--- src/rtl/branch_redirect_ctl.sv ---
// branch_redirect_ctl: turns a taken EX-stage branch into a held fetch redirect plus IF/ID and ID/EX flushes, and counts branches
module branch_redirect_ctl (
   input  logic        clk,
   input  logic        rst,
   input  logic        ex_valid,
   input  logic [4:0]  ex_op,
   input  logic        ex_branchEN,
   input  logic [15:0] ex_pc_plus2,
   input  logic [7:0]  ex_imm8,
   input  logic        redirect_ready,
   output logic        redirect_valid,
   output logic [15:0] redirect_pc,
   output logic        flush_ifid,
   output logic        flush_idex,
   output logic [15:0] br_cnt,
   output logic [15:0] taken_cnt
);
   typedef enum logic [1:0] {IDLE, REDIR, FLUSH} state_e;
   state_e      state_q, state_d;
   logic        br_ev, tk_ev;
   logic [15:0] pc_q, pc_d, br_q, br_d, tk_q, tk_d;
   logic        rv_q, rv_d, fi_q, fi_d, fx_q, fx_d;
   // EX content is squashed while a redirect is in flight, so events only exist in IDLE
   assign br_ev = (state_q == IDLE) && ex_valid && (ex_op inside {[5'b01100:5'b01111]});
   assign tk_ev = br_ev && ex_branchEN;
   always_comb begin
      state_d = state_q == IDLE  ? (tk_ev ? REDIR : IDLE) :
                state_q == REDIR ? (redirect_ready ? FLUSH : REDIR) : IDLE;
      pc_d    = tk_ev ? ex_pc_plus2 + {{8{ex_imm8[7]}}, ex_imm8} : pc_q;
      br_d    = (br_ev && br_q != 16'hFFFF) ? br_q + 16'd1 : br_q;
      tk_d    = (tk_ev && tk_q != 16'hFFFF) ? tk_q + 16'd1 : tk_q;
      rv_d    = state_d == REDIR;
      fi_d    = state_d != IDLE;
      fx_d    = state_d == REDIR;
   end
   always_ff @(posedge clk or negedge rst) begin
      if (!rst) begin
         state_q <= IDLE;
         pc_q    <= '0;
         br_q    <= '0;
         tk_q    <= '0;
         rv_q    <= 1'b0;
         fi_q    <= 1'b0;
         fx_q    <= 1'b0;
      end else begin
         state_q <= state_d;
         pc_q    <= pc_d;
         br_q    <= br_d;
         tk_q    <= tk_d;
         rv_q    <= rv_d;
         fi_q    <= fi_d;
         fx_q    <= fx_d;
      end
   end
   assign redirect_valid = rv_q;
   assign redirect_pc    = pc_q;
   assign flush_ifid     = fi_q;
   assign flush_idex     = fx_q;
   assign br_cnt         = br_q;
   assign taken_cnt      = tk_q;
endmodule

--- config.mk ---
export PLATFORM = sky130hd
export DESIGN_NAME = branch_redirect_ctl
export DESIGN_NICKNAME = d
export VERILOG_FILES = /design/src/rtl/branch_redirect_ctl.sv
export SDC_FILE = /design/constraint.sdc
export NUM_CORES = 1
export LEC_CHECK = 0
export BUFFER_PORTS_ARGS = -buffer_cell sky130_fd_sc_hd__buf_2
export CORE_AREA = 2 2 77 79
export CTS_CLUSTER_DIAMETER = 60
export DETAILED_ROUTE_END_ITERATION = 12
export DIE_AREA = 0 0 79 81
export GPL_ROUTABILITY_DRIVEN = 0
export HOLD_SLACK_MARGIN = 0.02
export PLACE_DENSITY = 0.93
export REMOVE_ABC_BUFFERS = 1
export SYNTH_ARGS = -nofsm -noshare
export SYNTH_HDL_FRONTEND = slang
export SYNTH_SLANG_ARGS = --single-unit
--- constraint.sdc ---
create_clock -name clk -period 3.6 [get_ports clk]
set_input_delay 0 -clock clk [delete_from_list [all_inputs] [get_ports clk]]
set_output_delay 0 -clock clk [all_outputs]
set_load 0.02 [all_outputs]
==> results of run 1 <==
-- power groups by stage --
| stage | registers [mW] | clock network, mW | logic [mW] |
|---|---|---|---|
| after detailed placement | 0.755 | 0 | 0.479 |
| final | 0.743 | 0.348 | 0.482 |
| after global routing | 0.759 | 0.381 | 0.532 |
| after floorplan | 0.857 | 0 | 0.195 |
| after CTS | 0.744 | 0.357 | 0.485 |
| after global placement | 0.750 | 0 | 0.463 |
-- critical path, stage by stage (launching register included) --
cell and delay (ns):
dfrtp_1 0.39, and4bb_2 0.35, nand3_2 0.58, a31oi_2 0.60, mux2_2 0.38
-- cell usage after synthesis (all sizes together), types with 2 or more instances --
cell,count
nor2b,3
inv,9
clkbuf,5
xor2,17
nor3b,2
a31oi,3
mux2,4
o21bai,2
o211ai,3
and4,7
nor2,17
and3,12
a21o,5
o211a,2
ha,17
o2111ai,3
a21oi,13
a2111o,2
nand2,36
nor3,5
nand4,9
nand2b,3
a211oi,2
o21a,2
o31ai,2
buf,4
xnor2,17
nand3,16
o21ai,18
dfrtp,52
or4,2
nor4,2
-- cell type report --
| type | count | area share |
|---|---|---|
| well taps | 75 | 0.0256 |
| clock inverters | 1 | 0.00205 |
| flip-flops and latches | 52 | 0.356 |
| inverters | 9 | 0.00923 |
| repair buffers | 87 | 0.125 |
| multi-input cells | 238 | 0.459 |
| clock buffers | 7 | 0.0236 |
-- cells by family after synthesis --
group                    after synthesis  synth area share
XOR/XNOR                              34            0.0975
flip-flops                            52             0.426
buffers and inverters                 18            0.0246
adder cells (fa/ha/maj)               18            0.0762
AND/OR/NAND/NOR                      118             0.216
multiplexers                           5            0.0180
AO/OA/AOI/OAI                         63             0.141
-- state kept, by name, indices dropped and copies added, names as in the netlist --
| signal | count |
|---|---|
| redirect_pc | 16 |
| flush_ifid | 1 |
| taken_cnt | 16 |
| br_cnt | 16 |
| flush_idex | 1 |
| state_q | 2 |
-- through the flow --
stage                     cells  setup WS (ns)  hold WS (ns)  power, mW  utilization
after floorplan             299           1.60        -0.296       1.05            -
after global placement      457           1.26         0.152       1.21        0.621
after detailed placement    457           1.18         0.163       1.23        0.621
after CTS                   469           1.17        0.0669       1.59        0.645
after global routing        469          0.999         0.106       1.67        0.645
final                       469           1.19        0.0763       1.57        0.645
-- final timing paths --
check	from	endpoint	slack [ns]	cells after the start
max	state_q[0]	taken_cnt[1]	1.19	4
min reg2reg	redirect_pc[15]	redirect_pc[15]	0.48	2
max reg2reg	state_q[0]	taken_cnt[1]	1.19	4
min	ex_imm8[1]	redirect_pc[1]	0.08	4
min in group asynchronous	rst	taken_cnt[3]	0.33	3
max in group asynchronous	rst	redirect_pc[14]	2.82	3
-- per-layer routing --
layer / wire (µm) / vias to the layer above
met2: 3540 / 65
li1: - / 1277
met4: 53 / 0
met1: 2980 / 1253
met3: 286 / 4
met5: 0 / -
==> reports/results.ini, run 1 <==
[yosys]
netlist_instances = 308
post_synth_num_cell_types = 53
synth.ff_latch_count = 52
synth-edff-count = 0
syn_area_per_cell_um2 = 9.92
ys_dominant_reg_cell = dfrtp_1
synth_sequential_area_ratio = 0.426
yosysWarningCount = 0
yosys-top-cells-area = dfrtp_1, ha_1, xnor2_1, xor2_1, nand2_1
syn-cell-area_um2 = 3050
postSynth.asyncResetShare = 1.00
netlist.top_cell.by_area = dfrtp_1
synth_largest_type_area_fraction = 0.426

[grt]
groute.layer.met2.usage = 0.403
global_route.usage.met1 = 0.274
initial_antenna_violation_count = 0
global_route.usage.total = 0.221
globalRouteOverflowTotal = 0
gr-usage-met3 = 0.0311
grt_first_pass_wirelength_um = 11200
first_global_vias = 2505
grt_max_degree = 53
busiest_layer = met2

[worst_setup_path]
criticalPathCategory = flip-flop to flip-flop
worst_ep_arrival_time_ns = 2.60
worstPathMaxFanout = 39
setup.worst_path.end_class = flip-flop
timing.critical_path.from_type = flip-flop
critPathRequiredTime_ns = 3.79

[cts]
tritoncts = done
cts.reportedPaths.clkPinSlew_ns = 0.09
cts_setup_buffers = 0
post_cts.resized_instances = 0
cts_htree_levels = 2
clock-sinks = 52
clockBufferDepth = 2
clk_root_buffer_cell = clkbuf_8
worst_skew_pair.late_latency_ns = 0.30
hold_buffers = 4
number_of_buffers_created_by_cts = 5

[floorplanning]
die_area_um2 = 6400
core_area_um2 = 5680
num_rows = 28
top_level_ports = 85
initial_utilization = 0.538
die_height_um = 81
die_x_um = 79

[sta]
final_hold_viol_count = 0
slew_headroom = 0.515
number_of_failing_setup_endpoints_in_the_final_timing_report = 0
post-route-min-period_ns = 2.41
fmaxAchievable_mhz = 415
worst_slew_pin_slew_ns = 0.726
rsz0062_at_grt = no
maxSlewViolCount = 0
finalCritPeriodShare = 0.669
setup-tns-final_ns = 0
skew_ns = 0.00447

[power]
static-leakage-power_nw = 1.87
p_int_mw = 1.01
pwr-share-clk = 0.221
sw_frac_of_total = 0.357
power_frac_seq = 0.472
ir_worst_vdd_v = 0.000256
power_density_nw_per_um2 = 430
p_comb_frac = 0.306
power.switching_mw = 0.562

[outcome]
outcome = completed

[routing]
drt_pre_antenna_iters = 4
final_antenna_net_count = 0
num_vias = 2599
routedWlPerCell_um = 14.6
vias_per_cell = 5.54
drt_iter0_markers = 85
totalWireLength_um = 6860
drc_errors = 0

[layout]
commonest_non_fill_non_tap_cell_in_the_layout = buf_2
n_antenna_cell = 0
finish.net_count = 445
multiInputGateArea_um2 = 1680
ff_latch_area_um2 = 1300
fillers = 474
layout.cells.most_common_list = buf_2, dfrtp_1, nand2_1, o21ai_0
final_area_um2 = 3660
areaGrowthSynthToFinish_pct = 19.8
final_layout_size_suffix_gt1_frac = 0.272

[placement]
place_hpwl_um = 5100
placed_cell_areas_um2 = 3520
number_of_i_o_port_buffers = 82

[hold_path]
hold_class = primary input to flip-flop

[job]
number_of_max_cap_violations = 0

Note: power is estimated with default switching activity, not from simulation.
==> inputs of run 2 (changes only) <==
CORE_AREA = 2 2 79 81   (was 2 2 77 79)
DIE_AREA = 0 0 81 83   (was 0 0 79 81)
PLACE_DENSITY = 0.9   (was 0.93)
clock period = 2.3 ns   (was 3.6 ns; I/O delays follow)
==> run 2 against run 1 <==
Compared with the run above: fmax rose by 29%; sequential power rose by 57%; global-route usage shrank 0.65 points; cell count shrank 0.21%; critical path depth up 1; flip-flop and latch count unchanged; routed wire length increased by 0.19%; largest cell class unchanged; setup slack lost 0.76 ns; die area grew 5.1%; clock skew about the same.
==> reports/results.ini, run 2 (same netlist as run 1, synthesis figures left out) <==
[outcome]
outcome = completed  ; unchanged

[routing]
drc_errors = 0  ; unchanged
totalWireLength_um = 6880  ; was 6860 µm
routedWlPerCell_um = 14.7  ; was 14.6 µm
drt_pre_antenna_iters = 4  ; unchanged
drt_iter0_markers = 159  ; was 85
final_antenna_net_count = 0  ; unchanged
num_vias = 2643  ; was 2599
vias_per_cell = 5.65  ; was 5.54

[floorplanning]
initial_utilization = 0.525  ; was 0.538
die_area_um2 = 6720  ; was 6400 µm²
num_rows = 28  ; unchanged
top_level_ports = 85  ; unchanged
core_area_um2 = 5820  ; was 5680 µm²
die_height_um = 83  ; was 81 µm
die_x_um = 81  ; was 79 µm

[power]
power.switching_mw = 0.890  ; was 0.562 mW
pwr-share-clk = 0.220  ; was 0.221
power_density_nw_per_um2 = 674  ; was 430 nW/µm²
ir_worst_vdd_v = 0.000427  ; was 0.000256 V
sw_frac_of_total = 0.360  ; was 0.357
p_int_mw = 1.58  ; was 1.01 mW
p_comb_frac = 0.309  ; was 0.306
static-leakage-power_nw = 1.88  ; was 1.87 nW
power_frac_seq = 0.472  ; about the same

[worst_setup_path]
worstPathMaxFanout = 4  ; was 39
criticalPathCategory = flip-flop to flip-flop  ; unchanged
cp_slowest_cell = o21ai_0  ; was a31oi_2
setup.worst_path.end_class = flip-flop  ; unchanged
worst_ep_arrival_time_ns = 2.06  ; was 2.60 ns
timing.critical_path.from_type = flip-flop  ; unchanged
timing.critical_path.slowest_cell_delay_ns = 0.43  ; was 0.60 ns
critPathRequiredTime_ns = 2.49  ; was 3.79 ns
crit_chain = ha_1 > and3_1 > nand4_1 > o21ai_0 > mux2_2  ; was and4bb_2 > nand3_2 > a31oi_2 > mux2_2

[cts]
cts_setup_buffers = 0  ; unchanged
cts_htree_levels = 2  ; unchanged
worst_skew_pair.late_latency_ns = 0.30  ; about the same
hold_buffers = 3  ; was 4
clock-sinks = 52  ; unchanged
number_of_buffers_created_by_cts = 5  ; unchanged
cts.reportedPaths.clkPinSlew_ns = 0.09  ; about the same
clockBufferDepth = 2  ; unchanged
clk_root_buffer_cell = clkbuf_8  ; unchanged
tritoncts = done  ; unchanged
post_cts.resized_instances = 0  ; unchanged

[job]
number_of_max_cap_violations = 0  ; unchanged

[grt]
grt_first_pass_wirelength_um = 11500  ; was 11200 µm
first_global_vias = 2530  ; was 2505
grt_max_degree = 37  ; was 53
initial_antenna_violation_count = 0  ; unchanged
globalRouteOverflowTotal = 0  ; unchanged
global_route.usage.total = 0.214  ; was 0.221

[sta]
timing.final.ws_setup_ns = 0.430  ; was 1.19 ns
setup-tns-final_ns = 0  ; unchanged
maxSlewViolCount = 0  ; unchanged
final_hold_viol_count = 0  ; unchanged
rsz0062_at_grt = no  ; unchanged
post-route-min-period_ns = 1.87  ; was 2.41 ns
worst_slew_pin_slew_ns = 0.642  ; was 0.726 ns
finalCritPeriodShare = 0.813  ; was 0.669
slew_headroom = 0.572  ; was 0.515
fmaxAchievable_mhz = 535  ; was 415 MHz
number_of_failing_setup_endpoints_in_the_final_timing_report = 0  ; unchanged
skew_ns = 0.00447  ; about the same

[layout]
commonest_non_fill_non_tap_cell_in_the_layout = buf_2  ; unchanged
final_layout_size_suffix_gt1_frac = 0.275  ; was 0.272
layout.cells.most_common_list = buf_2, dfrtp_1, nand2_1, o21ai_0  ; unchanged
n_antenna_cell = 0  ; unchanged
areaGrowthSynthToFinish_pct = 20.0  ; was 19.8%
finish.net_count = 445  ; unchanged

[placement]
number_of_i_o_port_buffers = 82  ; unchanged
place_hpwl_um = 5210  ; was 5100 µm
pre_cts_ws_ns = 0.330  ; was 1.18 ns

[hold_path]
hold_class = primary input to flip-flop  ; unchanged

[run 2: power groups by stage]
stage | clock network, mW | registers, mW | logic, mW
5_1_grt | 0.607 | 1.19 | 0.841
6_report | 0.543 | 1.17 | 0.763
2_1_floorplan | 0 | 1.34 | 0.306
3_5_place_dp | 0 | 1.18 | 0.761
3_3_place_gp | 0 | 1.17 | 0.732
4_1_cts | 0.554 | 1.16 | 0.770
[run 2: area by class of cell]
cell class / count / area (µm²)
fill: 480 / 2150
multi-input combinational: 238 / 1680
tap: 75 / 93.8
clock buffer: 6 / 82.6
inverter: 9 / 33.8
sequential: 52 / 1300
clock inverter: 1 / 8.76
timing repair buffer: 87 / 468
[run 2: path summary, 6_finish.rpt]
kind / slack (ns) / from / end / cells past startpoint
min in group asynchronous: 0.25 / rst / taken_cnt[3] / 2
worst min register to register: 0.48 / redirect_pc[15] / redirect_pc[15] / 2
worst min-delay path: 0.04 / ex_imm8[0] / redirect_pc[0] / 4
worst max register to register: 0.43 / br_cnt[0] / br_cnt[1] / 5
max in group asynchronous: 1.49 / rst / redirect_pc[12] / 3
worst max-delay path: 0.43 / br_cnt[0] / br_cnt[1] / 5
[run 2: metrics by stage]
stage / area (µm²) / hold WS [ns] / total power, mW / util / instances
final: 3670 / 0.0420 / 2.47 / 0.630 / 468
after global placement: 3540 / 0.0475 / 1.90 / 0.610 / 458
after global routing: 3670 / 0.0731 / 2.64 / 0.630 / 468
after detailed placement: 3540 / 0.0538 / 1.94 / 0.610 / 458
after floorplan: 3010 / -0.296 / 1.65 / - / 299
after CTS: 3670 / 0.0281 / 2.49 / 0.630 / 468
[run 2: routing by layer]
layer	global-route usage	wire (µm)
met5	0	0
met4	0.0724	129
met3	0.0413	377
met2	0.367	3370
met1	0.266	3000
[run 2: worst max-delay path, delay by kind of cell, from the launching register on]
kind,cells,cell delay (ns)
adder cells (fa/ha/maj),1,0.21
flip-flops,1,0.40
AND/OR/NAND/NOR,2,0.33
AO/OA/AOI/OAI,1,0.43
multiplexers,1,0.39
==> inputs of run 3 (changes only) <==
clock period = 1.75 ns   (was 2.3 ns; I/O delays follow)
==> run 3 against run 2 <==
Compared with the run above: the flow now finishes with violations (setup timing); critical path depth unchanged; largest power group unchanged; design area up 12%; combinational power up 66%; highest routed layer unchanged; flip-flop and latch count unchanged; routed wire length up 21%; utilization up 7.9 points; hold slack better by 0.047 ns; cell count up 11%; sequential share of layout area down 3.9 points; largest cell class unchanged.
==> reports/results.ini, run 3 (same netlist as run 1, synthesis figures left out) <==
[power]
static-leakage-power_nw = 2.15  ; was 1.88 nW
power.switching_mw = 1.27  ; was 0.890 mW
pwr-share-clk = 0.244  ; was 0.220
power_density_nw_per_um2 = 885  ; was 674 nW/µm²
p_comb_frac = 0.347  ; was 0.309
ir_worst_vdd_v = 0.000608  ; was 0.000427 V
power_frac_seq = 0.409  ; was 0.472
p_int_mw = 2.38  ; was 1.58 mW
sw_frac_of_total = 0.349  ; was 0.360
p_total_mw = 3.65  ; was 2.47 mW

[grt]
initial_antenna_violation_count = 0  ; unchanged
grt_first_pass_wirelength_um = 12700  ; was 11500 µm
global_route.usage.total = 0.237  ; was 0.214
first_global_vias = 2736  ; was 2530
grt_max_degree = 53  ; was 37
globalRouteOverflowTotal = 0  ; unchanged

[layout]
ff_latch_area_um2 = 1300  ; unchanged
commonest_non_fill_non_tap_cell_in_the_layout = buf_2  ; unchanged
finish.net_count = 494  ; was 445
areaGrowthSynthToFinish_pct = 35.0  ; was 20.0%
final_layout_size_suffix_gt1_frac = 0.372  ; was 0.275
n_antenna_cell = 0  ; unchanged
multiInputGateArea_um2 = 1730  ; was 1680 µm²
fillers = 409  ; was 480
utilization = 0.709  ; was 0.630
final_area_um2 = 4120  ; was 3670 µm²
layout.cells.most_common_list = buf_2, dfrtp_1, buf_4, nand2_1, o21ai_0  ; was buf_2, dfrtp_1, nand2_1, o21ai_0

[sta]
post-route-min-period_ns = 1.78  ; was 1.87 ns
skew_ns = 0.0120  ; was 0.00447 ns
number_of_failing_setup_endpoints_in_the_final_timing_report = 5  ; was 0
fmaxAchievable_mhz = 562  ; was 535 MHz
setup-tns-final_ns = -0.0745  ; was 0 ns
worst_slew_pin_slew_ns = 0.667  ; was 0.642 ns
maxSlewViolCount = 0  ; unchanged
hold-worst-slack_ns = 0.0888  ; was 0.0420 ns
slew_headroom = 0.555  ; was 0.572
finalCritPeriodShare = 1.02  ; was 0.813
timing.final.ws_setup_ns = -0.0303  ; was 0.430 ns
final_hold_viol_count = 0  ; unchanged
rsz0062_at_grt = yes  ; was no

[cts]
tritoncts = done  ; unchanged
clock-sinks = 52  ; unchanged
cts_htree_levels = 2  ; unchanged
cts.reportedPaths.clkPinSlew_ns = 0.10  ; was 0.09 ns
clockBufferDepth = 2  ; unchanged
number_of_buffers_created_by_cts = 5  ; unchanged
clk_root_buffer_cell = clkbuf_8  ; unchanged
worst_skew_pair.late_latency_ns = 0.31  ; was 0.30 ns

[worst_setup_path]
timing.critical_path.from_type = flip-flop  ; unchanged
criticalPathCategory = flip-flop to flip-flop  ; unchanged
worstPathMaxFanout = 4  ; unchanged
worst_ep_arrival_time_ns = 2.02  ; was 2.06 ns
critPathRequiredTime_ns = 1.99  ; was 2.49 ns
setup.worst_path.end_class = flip-flop  ; unchanged

[floorplanning]
top_level_ports = 85  ; unchanged
die_height_um = 83  ; unchanged
num_rows = 28  ; unchanged
core_area_um2 = 5820  ; unchanged
die_area_um2 = 6720  ; unchanged
initial_utilization = 0.525  ; unchanged
die_x_um = 81  ; unchanged

[routing]
routedWlPerCell_um = 16.0  ; was 14.7 µm
drt_pre_antenna_iters = 4  ; unchanged
drt_iter0_markers = 135  ; was 159
final_antenna_net_count = 0  ; unchanged
drc_errors = 0  ; unchanged
vias_per_cell = 5.61  ; was 5.65
num_vias = 2905  ; was 2643
totalWireLength_um = 8290  ; was 6880 µm

[outcome]
outcome = finished, violations left  ; was completed
failed_checks = setup timing

[job]
number_of_max_cap_violations = 0  ; unchanged

[placement]
number_of_i_o_port_buffers = 82  ; unchanged
placed_cell_areas_um2 = 3790  ; was 3540 µm²
place_hpwl_um = 5660  ; was 5210 µm

[hold_path]
hold_class = primary input to flip-flop  ; unchanged

## run 3: cell count changes in the layout (fill, tap and decap cells not counted), moves of 2 or more
cell    delta
nor2_1     -4
nor2_4     +3
and3_1     -2
and3_4     +2
buf_4     +46
## run 3: stage by stage
step | std cells | setup WS [ns]
4_1_cts | 510 | -0.0224
6_report | 518 | -0.0303
3_5_place_dp | 492 | -0.126
2_1_floorplan | 299 | -0.255
3_3_place_gp | 492 | -0.0838
5_1_grt | 518 | -0.115
## run 3: what timing repair did
action / 4_1_cts / 5_1_grt
endpoints found under the setup margin: 11 / 25
hold buffers: 5 / 0
buffers inserted: 5 / 8
hold endpoints to repair: 57 / 0
pin swaps: 7 / 15
gates resized for setup: 7 / 13
## run 3: layer usage
metal  up-vias  track usage  wire, µm
met1      1403        0.301      3390
met3        12       0.0337       475
met5         -            0         0
li1       1385            -         -
met4         0       0.0693       128
met2       105        0.410      4290
## run 3: layout make-up
type | count | share of cell area
repair buffers | 136 | 0.204
flip-flops and latches | 52 | 0.316
inverters | 9 | 0.00819
multi-input cells | 238 | 0.420
clock inverters | 2 | 0.00941
clock buffers | 6 | 0.0200
well taps | 75 | 0.0228
## run 3: path summary, 6_finish.rpt
check	to	slack (ns)	cells past startpoint	start
max	taken_cnt[11]	-0.03	5	state_q[0]
min	redirect_pc[1]	0.09	4	ex_imm8[1]
max reg2reg	taken_cnt[11]	-0.03	5	state_q[0]
min reg2reg	redirect_pc[6]	0.48	2	redirect_pc[6]
max in group asynchronous	redirect_pc[0]	0.97	3	rst
min in group asynchronous	taken_cnt[3]	0.33	3	rst
## run 3: power groups by stage
stage / Sequential [mW] / Clock, mW / Combinational (mW)
6_report: 1.49 / 0.890 / 1.27
4_1_cts: 1.49 / 0.889 / 1.22
5_1_grt: 1.52 / 0.949 / 1.38
3_5_place_dp: 1.51 / 0 / 1.17
3_3_place_gp: 1.50 / 0 / 1.13
2_1_floorplan: 1.76 / 0 / 0.402
## run 3: critical path, stage by stage (launching register included)
cell and delay, ns:
dfrtp_1 0.41, and4bb_4 0.40, nand3_4 0.12, a2111o_1 0.38
nor3_2 0.22, xor2_1 0.18
